$ cat config.mk
export PLATFORM = sky130hd
export DESIGN_NAME = lcd_rx_monitor_flat
export DESIGN_NICKNAME = d
export VERILOG_FILES = /design/src/rtl/lcd_rx_monitor_if.sv /design/src/rtl/lcd_rx_monitor.sv /design/src/flat_wrapper.sv
export SDC_FILE = /design/constraint.sdc
export NUM_CORES = 1
export LEC_CHECK = 0
export ABC_AREA = 1
export ABC_CLOCK_PERIOD_IN_PS = 5900
export CORE_ASPECT_RATIO = 1.4
export CORE_MARGIN = 2
export CORE_UTILIZATION = 28
export DETAILED_ROUTE_END_ITERATION = 8
export SLEW_MARGIN = 30
export SYNTH_ARGS = -nofsm -noshare
export SYNTH_HDL_FRONTEND = slang
export SYNTH_SLANG_ARGS = --single-unit
$ cat constraint.sdc
create_clock -name CLK -period 5.9 [get_ports CLK]
set_input_delay 0.885 -clock CLK [delete_from_list [all_inputs] [get_ports CLK]]
set_output_delay 0.885 -clock CLK [all_outputs]
set_load 0.01 [all_outputs]
$ cat src/rtl/lcd_rx_monitor_if.sv
// rtl/lcd_rx_monitor_if.sv - RGB565 LCD receive pins and monitor status bundle
interface lcd_rx_monitor_if;
  logic        LCD_DE;
  logic        LCD_HSYNC;
  logic        LCD_VSYNC;
  logic [4:0]  LCD_R;
  logic [5:0]  LCD_G;
  logic [4:0]  LCD_B;
  logic        ERR_CLR;
  logic        FRAME_DONE;
  logic        FRAME_OK;
  logic [11:0] LINE_LEN;
  logic [11:0] LINE_TOTAL;
  logic [15:0] CHECKSUM;
  logic [15:0] FRAME_CNT;
  logic        LOCKED;
  logic        ERR_STICKY;

  modport master (
    output LCD_DE, LCD_HSYNC, LCD_VSYNC, LCD_R, LCD_G, LCD_B, ERR_CLR,
    input  FRAME_DONE, FRAME_OK, LINE_LEN, LINE_TOTAL, CHECKSUM, FRAME_CNT, LOCKED, ERR_STICKY
  );

  // HSYNC is carried for completeness; lines are delimited by DE alone.
  modport slave (
    input  LCD_DE, LCD_VSYNC, LCD_R, LCD_G, LCD_B, ERR_CLR,
    output FRAME_DONE, FRAME_OK, LINE_LEN, LINE_TOTAL, CHECKSUM, FRAME_CNT, LOCKED, ERR_STICKY
  );
endinterface

$ cat src/rtl/lcd_rx_monitor.sv
// rtl/lcd_rx_monitor.sv - LCD receive checker: line/frame geometry, checksum, lock
module lcd_rx_monitor #(
  parameter int H_ACTIVE    = 800,
  parameter int V_ACTIVE    = 480,
  parameter int VSYNC_POL   = 0,
  parameter int LOCK_FRAMES = 3
) (
  input logic             CLK,
  input logic             RST,
  lcd_rx_monitor_if.slave bus
);
  localparam logic [11:0] H_LEN    = 12'(H_ACTIVE);
  localparam logic [11:0] V_LEN    = 12'(V_ACTIVE);
  localparam logic [3:0]  LOCK_CNT = 4'(LOCK_FRAMES);
  localparam logic        VS_ACT   = (VSYNC_POL != 0);

  typedef enum logic {SEEK, ACTIVE} state_t;

  logic        de_s1_q, de_s2_q, vs_s1_q, vs_s2_q, clr_s1_q;
  logic [15:0] rgb_s1_q;

  state_t      state_q, state_d;
  logic [11:0] pix_cnt_q, pix_cnt_d, line_cnt_q, line_cnt_d;
  logic        line_err_q, line_err_d;
  logic [15:0] line_sum_q, line_sum_d, frame_sum_q, frame_sum_d;
  logic [3:0]  good_q, good_d;
  logic        frame_done_q, frame_done_d, frame_ok_q, frame_ok_d;
  logic [11:0] line_len_q, line_len_d, line_total_q, line_total_d;
  logic [15:0] checksum_q, checksum_d, frame_cnt_q, frame_cnt_d;
  logic        locked_q, locked_d, err_sticky_q, err_sticky_d;

  logic        vs_edge, de_fall, err_tot, frame_ok;
  logic [11:0] lines_tot;
  logic [15:0] sum_tot;
  logic [3:0]  good_inc;

  always_ff @(posedge CLK or posedge RST) begin
    if (RST) begin
      de_s1_q  <= 1'b0;
      de_s2_q  <= 1'b0;
      vs_s1_q  <= 1'b0;
      vs_s2_q  <= 1'b0;
      clr_s1_q <= 1'b0;
      rgb_s1_q <= '0;
    end else begin
      de_s1_q  <= bus.LCD_DE;
      de_s2_q  <= de_s1_q;
      vs_s1_q  <= (bus.LCD_VSYNC == VS_ACT);
      vs_s2_q  <= vs_s1_q;
      clr_s1_q <= bus.ERR_CLR;
      rgb_s1_q <= {bus.LCD_R, bus.LCD_G, bus.LCD_B};
    end
  end

  // A DE fall coinciding with the frame close is folded into the closing frame.
  assign vs_edge   = vs_s1_q & ~vs_s2_q;
  assign de_fall   = ~de_s1_q & de_s2_q;
  assign lines_tot = (de_fall && line_cnt_q != 12'hFFF) ? line_cnt_q + 12'd1 : line_cnt_q;
  assign err_tot   = line_err_q | (de_fall & (pix_cnt_q != H_LEN));
  assign sum_tot   = frame_sum_q + (de_fall ? line_sum_q : 16'd0);
  assign frame_ok  = ~err_tot & (lines_tot == V_LEN) & ~de_s1_q & ~de_s2_q;
  assign good_inc  = (good_q == LOCK_CNT) ? good_q : good_q + 4'd1;

  always_comb begin
    state_d      = state_q;
    pix_cnt_d    = pix_cnt_q;
    line_cnt_d   = line_cnt_q;
    line_err_d   = line_err_q;
    line_sum_d   = line_sum_q;
    frame_sum_d  = frame_sum_q;
    good_d       = good_q;
    frame_done_d = 1'b0;
    frame_ok_d   = frame_ok_q;
    line_len_d   = line_len_q;
    line_total_d = line_total_q;
    checksum_d   = checksum_q;
    frame_cnt_d  = frame_cnt_q;
    locked_d     = locked_q;
    err_sticky_d = clr_s1_q ? 1'b0 : err_sticky_q;

    case (state_q)
      SEEK: begin
        if (vs_edge) begin
          state_d     = ACTIVE;
          pix_cnt_d   = '0;
          line_cnt_d  = '0;
          line_err_d  = 1'b0;
          line_sum_d  = '0;
          frame_sum_d = '0;
        end
      end
      ACTIVE: begin
        if (vs_edge) begin
          frame_done_d = 1'b1;
          frame_ok_d   = frame_ok;
          line_total_d = lines_tot;
          checksum_d   = sum_tot;
          frame_cnt_d  = frame_cnt_q + 16'd1;
          if (de_fall) line_len_d = pix_cnt_q;
          if (frame_ok) begin
            good_d   = good_inc;
            locked_d = (good_inc == LOCK_CNT);
          end else begin
            good_d       = '0;
            locked_d     = 1'b0;
            err_sticky_d = 1'b1;
          end
          // Pixels of a line still open at the close are dropped with it.
          pix_cnt_d   = '0;
          line_cnt_d  = '0;
          line_err_d  = 1'b0;
          line_sum_d  = '0;
          frame_sum_d = '0;
        end else begin
          if (de_s1_q) begin
            if (pix_cnt_q != 12'hFFF) pix_cnt_d = pix_cnt_q + 12'd1;
            line_sum_d = line_sum_q + rgb_s1_q;
            if (vs_s1_q) line_err_d = 1'b1;
          end
          if (de_fall) begin
            line_len_d  = pix_cnt_q;
            line_cnt_d  = lines_tot;
            line_err_d  = err_tot;
            frame_sum_d = sum_tot;
            pix_cnt_d   = '0;
            line_sum_d  = '0;
          end
        end
      end
      default: state_d = SEEK;
    endcase
  end

  always_ff @(posedge CLK or posedge RST) begin
    if (RST) begin
      state_q      <= SEEK;
      pix_cnt_q    <= '0;
      line_cnt_q   <= '0;
      line_err_q   <= 1'b0;
      line_sum_q   <= '0;
      frame_sum_q  <= '0;
      good_q       <= '0;
      frame_done_q <= 1'b0;
      frame_ok_q   <= 1'b0;
      line_len_q   <= '0;
      line_total_q <= '0;
      checksum_q   <= '0;
      frame_cnt_q  <= '0;
      locked_q     <= 1'b0;
      err_sticky_q <= 1'b0;
    end else begin
      state_q      <= state_d;
      pix_cnt_q    <= pix_cnt_d;
      line_cnt_q   <= line_cnt_d;
      line_err_q   <= line_err_d;
      line_sum_q   <= line_sum_d;
      frame_sum_q  <= frame_sum_d;
      good_q       <= good_d;
      frame_done_q <= frame_done_d;
      frame_ok_q   <= frame_ok_d;
      line_len_q   <= line_len_d;
      line_total_q <= line_total_d;
      checksum_q   <= checksum_d;
      frame_cnt_q  <= frame_cnt_d;
      locked_q     <= locked_d;
      err_sticky_q <= err_sticky_d;
    end
  end

  assign bus.FRAME_DONE = frame_done_q;
  assign bus.FRAME_OK   = frame_ok_q;
  assign bus.LINE_LEN   = line_len_q;
  assign bus.LINE_TOTAL = line_total_q;
  assign bus.CHECKSUM   = checksum_q;
  assign bus.FRAME_CNT  = frame_cnt_q;
  assign bus.LOCKED     = locked_q;
  assign bus.ERR_STICKY = err_sticky_q;
endmodule

$ cat src/flat_wrapper.sv
// flat-port wrapper written by rule: the top's interface ports become plain ports
module lcd_rx_monitor_flat 
#(
  parameter int H_ACTIVE    = 800,
  parameter int V_ACTIVE    = 480,
  parameter int VSYNC_POL   = 0,
  parameter int LOCK_FRAMES = 3
)
  (CLK, RST, bus_LCD_DE, bus_LCD_VSYNC, bus_LCD_R, bus_LCD_G, bus_LCD_B, bus_ERR_CLR, bus_FRAME_DONE, bus_FRAME_OK, bus_LINE_LEN, bus_LINE_TOTAL, bus_CHECKSUM, bus_FRAME_CNT, bus_LOCKED, bus_ERR_STICKY);
  lcd_rx_monitor_if bus_i ();
  input logic CLK;
  input logic RST;
  input wire logic [$bits(bus_i.LCD_DE)-1:0] bus_LCD_DE;
  input wire logic [$bits(bus_i.LCD_VSYNC)-1:0] bus_LCD_VSYNC;
  input wire logic [$bits(bus_i.LCD_R)-1:0] bus_LCD_R;
  input wire logic [$bits(bus_i.LCD_G)-1:0] bus_LCD_G;
  input wire logic [$bits(bus_i.LCD_B)-1:0] bus_LCD_B;
  input wire logic [$bits(bus_i.ERR_CLR)-1:0] bus_ERR_CLR;
  output wire logic [$bits(bus_i.FRAME_DONE)-1:0] bus_FRAME_DONE;
  output wire logic [$bits(bus_i.FRAME_OK)-1:0] bus_FRAME_OK;
  output wire logic [$bits(bus_i.LINE_LEN)-1:0] bus_LINE_LEN;
  output wire logic [$bits(bus_i.LINE_TOTAL)-1:0] bus_LINE_TOTAL;
  output wire logic [$bits(bus_i.CHECKSUM)-1:0] bus_CHECKSUM;
  output wire logic [$bits(bus_i.FRAME_CNT)-1:0] bus_FRAME_CNT;
  output wire logic [$bits(bus_i.LOCKED)-1:0] bus_LOCKED;
  output wire logic [$bits(bus_i.ERR_STICKY)-1:0] bus_ERR_STICKY;
  assign bus_i.LCD_DE = bus_LCD_DE;
  assign bus_i.LCD_VSYNC = bus_LCD_VSYNC;
  assign bus_i.LCD_R = bus_LCD_R;
  assign bus_i.LCD_G = bus_LCD_G;
  assign bus_i.LCD_B = bus_LCD_B;
  assign bus_i.ERR_CLR = bus_ERR_CLR;
  assign bus_FRAME_DONE = bus_i.FRAME_DONE;
  assign bus_FRAME_OK = bus_i.FRAME_OK;
  assign bus_LINE_LEN = bus_i.LINE_LEN;
  assign bus_LINE_TOTAL = bus_i.LINE_TOTAL;
  assign bus_CHECKSUM = bus_i.CHECKSUM;
  assign bus_FRAME_CNT = bus_i.FRAME_CNT;
  assign bus_LOCKED = bus_i.LOCKED;
  assign bus_ERR_STICKY = bus_i.ERR_STICKY;
  lcd_rx_monitor #(.H_ACTIVE(H_ACTIVE), .V_ACTIVE(V_ACTIVE), .VSYNC_POL(VSYNC_POL), .LOCK_FRAMES(LOCK_FRAMES)) u_core (.CLK(CLK), .RST(RST), .bus(bus_i));
endmodule
==> results list <==
* Number of primary I/O pins: 81
- Number of hold violations in the final report: 0
- By area the synthesized netlist is led by dfrtp_1, nand2_1, ha_1, o21ai_0, inv_1.
* Pwr dens: 304 nW/um^2
- The final number of max-transition violations is 0.
- For this run, the total global-route usage over all layers was measured as 13.4%.
- The floorplan has 70 rows.
- Crit share post-route: 64.9%
- Data required, critical path: between 6 and 7 ns
* Clock latency reported for the late side of the worst-skew pair: between 0.4 and 0.5 ns
* Number of distinct standard cells referenced by the synthesized netlist: 48
- In this run the deepest clock path goes through 2 buffers.
- Worst EP arrival: 4.16 ns
* Leakage Power: roughly 4.2 nW
- The number of nets in the synthesized netlist is 933.
- TritonCTS built the clock tree.
- Fin crit period: ~3.8 ns
* Relative area change from synthesis to final layout: 23.4%
- Based on the critical path, the design can be clocked at up to 261 MHz.
- Share of the synthesized area in the top cell type: 48.1%
- The run finished with clean final reports.
- The path class of the tightest hold or removal check is reg -> reg.
- The worst-case IR drop observed on VDD is roughly 0.00019 V.
- After routing the design area is 9190 sq um.
- The via count of the first global-routing pass is ~6000.
- During placement, the flow inserted port buffers numbering 80.
* Clock-pin transition on the worst setup and hold timing paths: 0.06 ns
- Number of antenna diodes: 0
- Most instantiated cells after synthesis: nand2_1, dfrtp_1, inv_1
- Averaged over all synthesized cells, the footprint is 8.51 sq um.
- DR pass1 iterations: 4
- Routability-driven placement finished with a final weighted congestion of about 0.84.
- The number of antenna violations at the first check in global routing is 0.
* Total of cells resized after clock tree synthesis: 0
- For the final routed database, the setup TNS stands at 0 ns.
- Of all flip-flops after synthesis, the portion carrying an async set or reset was between 90% and 100%.
- DRC viols: 0
* H-tree depth: 4
- Critical path capture point type: flop
* Final Net Count: 1015
- From bottom edge to top edge, the die measures 197 microns.
- Of the cells placed in the final design, the portion with a size suffix greater than 1 is about 8.4%.
* Effective utilization at floorplan: 28.5%
- The wire-length estimate of the detail-placed layout is around 13000 microns.
- In this run the remaining antenna-violating nets after routing total 0.
- Counting flops with a built-in enable in the synthesized netlist gives 0.
- Entering global routing, the biggest net connects around 110 pins.
- The worst setup path is of the reg -> reg kind.
* Placeable core area: 26100 sq um
- Fillers: 2698
* Total wire length after detailed routing: 17800 microns
- At the pin with the least slew margin, the transition time is 0.872 ns.
- Summed over all instances, the cell type with the most area after synthesis is dfrtp_1.
- Among all cell types in the netlist, the one instantiated most often is nand2_1.
* Category of the worst setup path launch point: flop
- Summed over all layers, the global routing overflow is 0.
- Post-CTS Hold Buffers: 0
- Buffers inserted by post-CTS timing repair: 0
* Placed inst area: roughly 8600 sq um
* Number of setup violations in the final report: 0
* Floorplan die area: 27900 sq um
- The tree built by TritonCTS fans out to between 100 and 150 sinks.
* Number of synthesis warnings: 0
- Via count of the routed design: 5985
- Cts bufs inserted: 17
- Number of maximum-capacitance violations: 0
- The synthesized design contains approximately 140 register bits.
* Maximum fanout encountered on the critical timing path: 23
* Buffer type at the clock tree root: clkbuf_16
- Post-synthesis cell count: 875
* Post-synthesis cell area: 7450 sq um
- Portion of the post-synthesis area used by sequential elements: about half
* Register Area: roughly 3600 sq um
- Global-route wire length before repair: roughly 30000 microns
- Average detailed-routed wire length per instance: 13.7 microns
- RSZ-0062 raised after global routing: false
* Primary flip-flop cell chosen by synthesis mapping: dfrtp_1
- Slew margin rel.: 41.8%
- In the routed layout, each cell is associated on average with a via count of 4.63.
* First-iteration detailed-routing DRC count: 326
- Width of the chip: 142 microns
- Area taken by multi-input logic gates: 3390 sq um
* Clock Skews: between 0.01 and 0.015 ns
-- per-stage QoR --
step | utilization (%) | power, mW | hold slack, ns | worst slack (ns) | instances
after floorplan | - | 1.50 | 0.373 | 1.18 | 875
after global placement | 32.9 | 1.71 | 0.375 | 2.12 | 1262
after detailed placement | 32.9 | 1.72 | 0.377 | 2.01 | 1262
after CTS | 35.2 | 2.82 | 0.391 | 1.98 | 1294
after global routing | 35.2 | 2.95 | 0.408 | 1.56 | 1294
final | 35.2 | 2.79 | 0.389 | 2.07 | 1294
-- where the power goes --
part           total [mW]  switching (mW)  leakage [nW]  internal, mW
logic               0.546           0.316          2.06         0.230
registers            1.15          0.0750          1.90          1.07
clock network        1.09           0.453         0.280         0.639
-- area by class of cell --
| class | count | area share [%] |
|---|---|---|
| multi-input cells | 610 | 36.9 |
| repair buffers | 82 | 8.88 |
| well taps | 324 | 4.41 |
| inverters | 103 | 4.32 |
| flip-flops and latches | 143 | 39.0 |
| clock inverters | 14 | 1.70 |
| clock buffers | 18 | 4.78 |
-- worst max-delay path, cell delays in order, from the launching register on --
cell and delay, ns:
dfrtp_1 0.35, inv_2 0.06, nand2_1 0.54, inv_2 0.30
nand2_1 0.54, nand2_1 0.51, inv_1 0.81, nand2_4 0.26
nand3_1 0.15, nor3b_1 0.20
-- registers in the layout (all words and copies together), names as in the netlist, 12 cells and up --
register,flops
u_core.bus.CHECKSUM,16
u_core.bus.FRAME_CNT,16
u_core.frame_sum_q,16
u_core.line_sum_q,16
u_core.rgb_s1_q,16
u_core.bus.LINE_LEN,12
u_core.bus.LINE_TOTAL,12
u_core.line_cnt_q,12
u_core.pix_cnt_q,12
-- cells by family after synthesis --
logic type | after synthesis | synth area share [%]
mux | 2 | 0.302
flops | 143 | 48.1
xor+xnor | 30 | 3.53
compound gates | 154 | 11.4
buf+inv | 122 | 6.37
fa+ha+maj | 37 | 6.42
simple gates | 387 | 23.9
-- worst paths after layout --
check,slack [ns],to,depth (start not counted),start
hold / removal,0.39,u_core.de_s2_q$_DFF_PP0_,0,u_core.de_s1_q$_DFF_PP0_
min in group asynchronous,1.01,u_core.bus.FRAME_CNT[15]$_DFFE_PP0P_,2,RST
setup reg to reg,2.07,u_core.pix_cnt_q[8]$_DFFE_PP0P_,9,u_core.de_s1_q$_DFF_PP0_
max in group asynchronous,3.94,u_core.bus.CHECKSUM[13]$_DFFE_PP0P_,3,RST
hold reg to reg,0.39,u_core.de_s2_q$_DFF_PP0_,0,u_core.de_s1_q$_DFF_PP0_
setup / recovery,2.07,u_core.pix_cnt_q[8]$_DFFE_PP0P_,9,u_core.de_s1_q$_DFF_PP0_
-- cell usage in the layout, fill, tap and decap left out, types with 2 or more instances in the layout --
| cell | instances |
|---|---|
| mux2_2 | 2 |
| inv_1 | 94 |
| o21ai_2 | 4 |
| fa_1 | 2 |
| or2_2 | 4 |
| a21boi_0 | 3 |
| inv_6 | 4 |
| nand3_1 | 57 |
| o31ai_1 | 3 |
| nand4_1 | 14 |
| ha_1 | 35 |
| buf_4 | 2 |
| dfrtp_1 | 143 |
| xor2_1 | 15 |
| nand2_1 | 197 |
| inv_2 | 7 |
| clkdlybuf4s50_1 | 80 |
| o21bai_1 | 3 |
| clkinvlp_4 | 4 |
| nor2_2 | 2 |
| nor4_1 | 3 |
| a31oi_1 | 2 |
| bufinv_16 | 2 |
| nor2_4 | 5 |
| nor3_1 | 11 |
| nor2_1 | 69 |
| o21ai_0 | 74 |
| a21oi_1 | 35 |
| nand2_4 | 5 |
| clkbuf_16 | 17 |
| o21ai_1 | 6 |
| o22ai_1 | 21 |
| nand2_2 | 9 |
| clkinv_4 | 3 |
| xnor2_1 | 15 |
-- layer usage --
metal / up-vias / GRT usage [%] / wire length [microns]
li1: 3052 / - / -
met1: 2817 / 16.5 / 7880
met2: 94 / 22.6 / 8950
met3: 22 / 3.21 / 534
met4: 0 / 5.33 / 412
met5: - / 0 / 0
No activity file was read; power rests on OpenSTA's default activity.
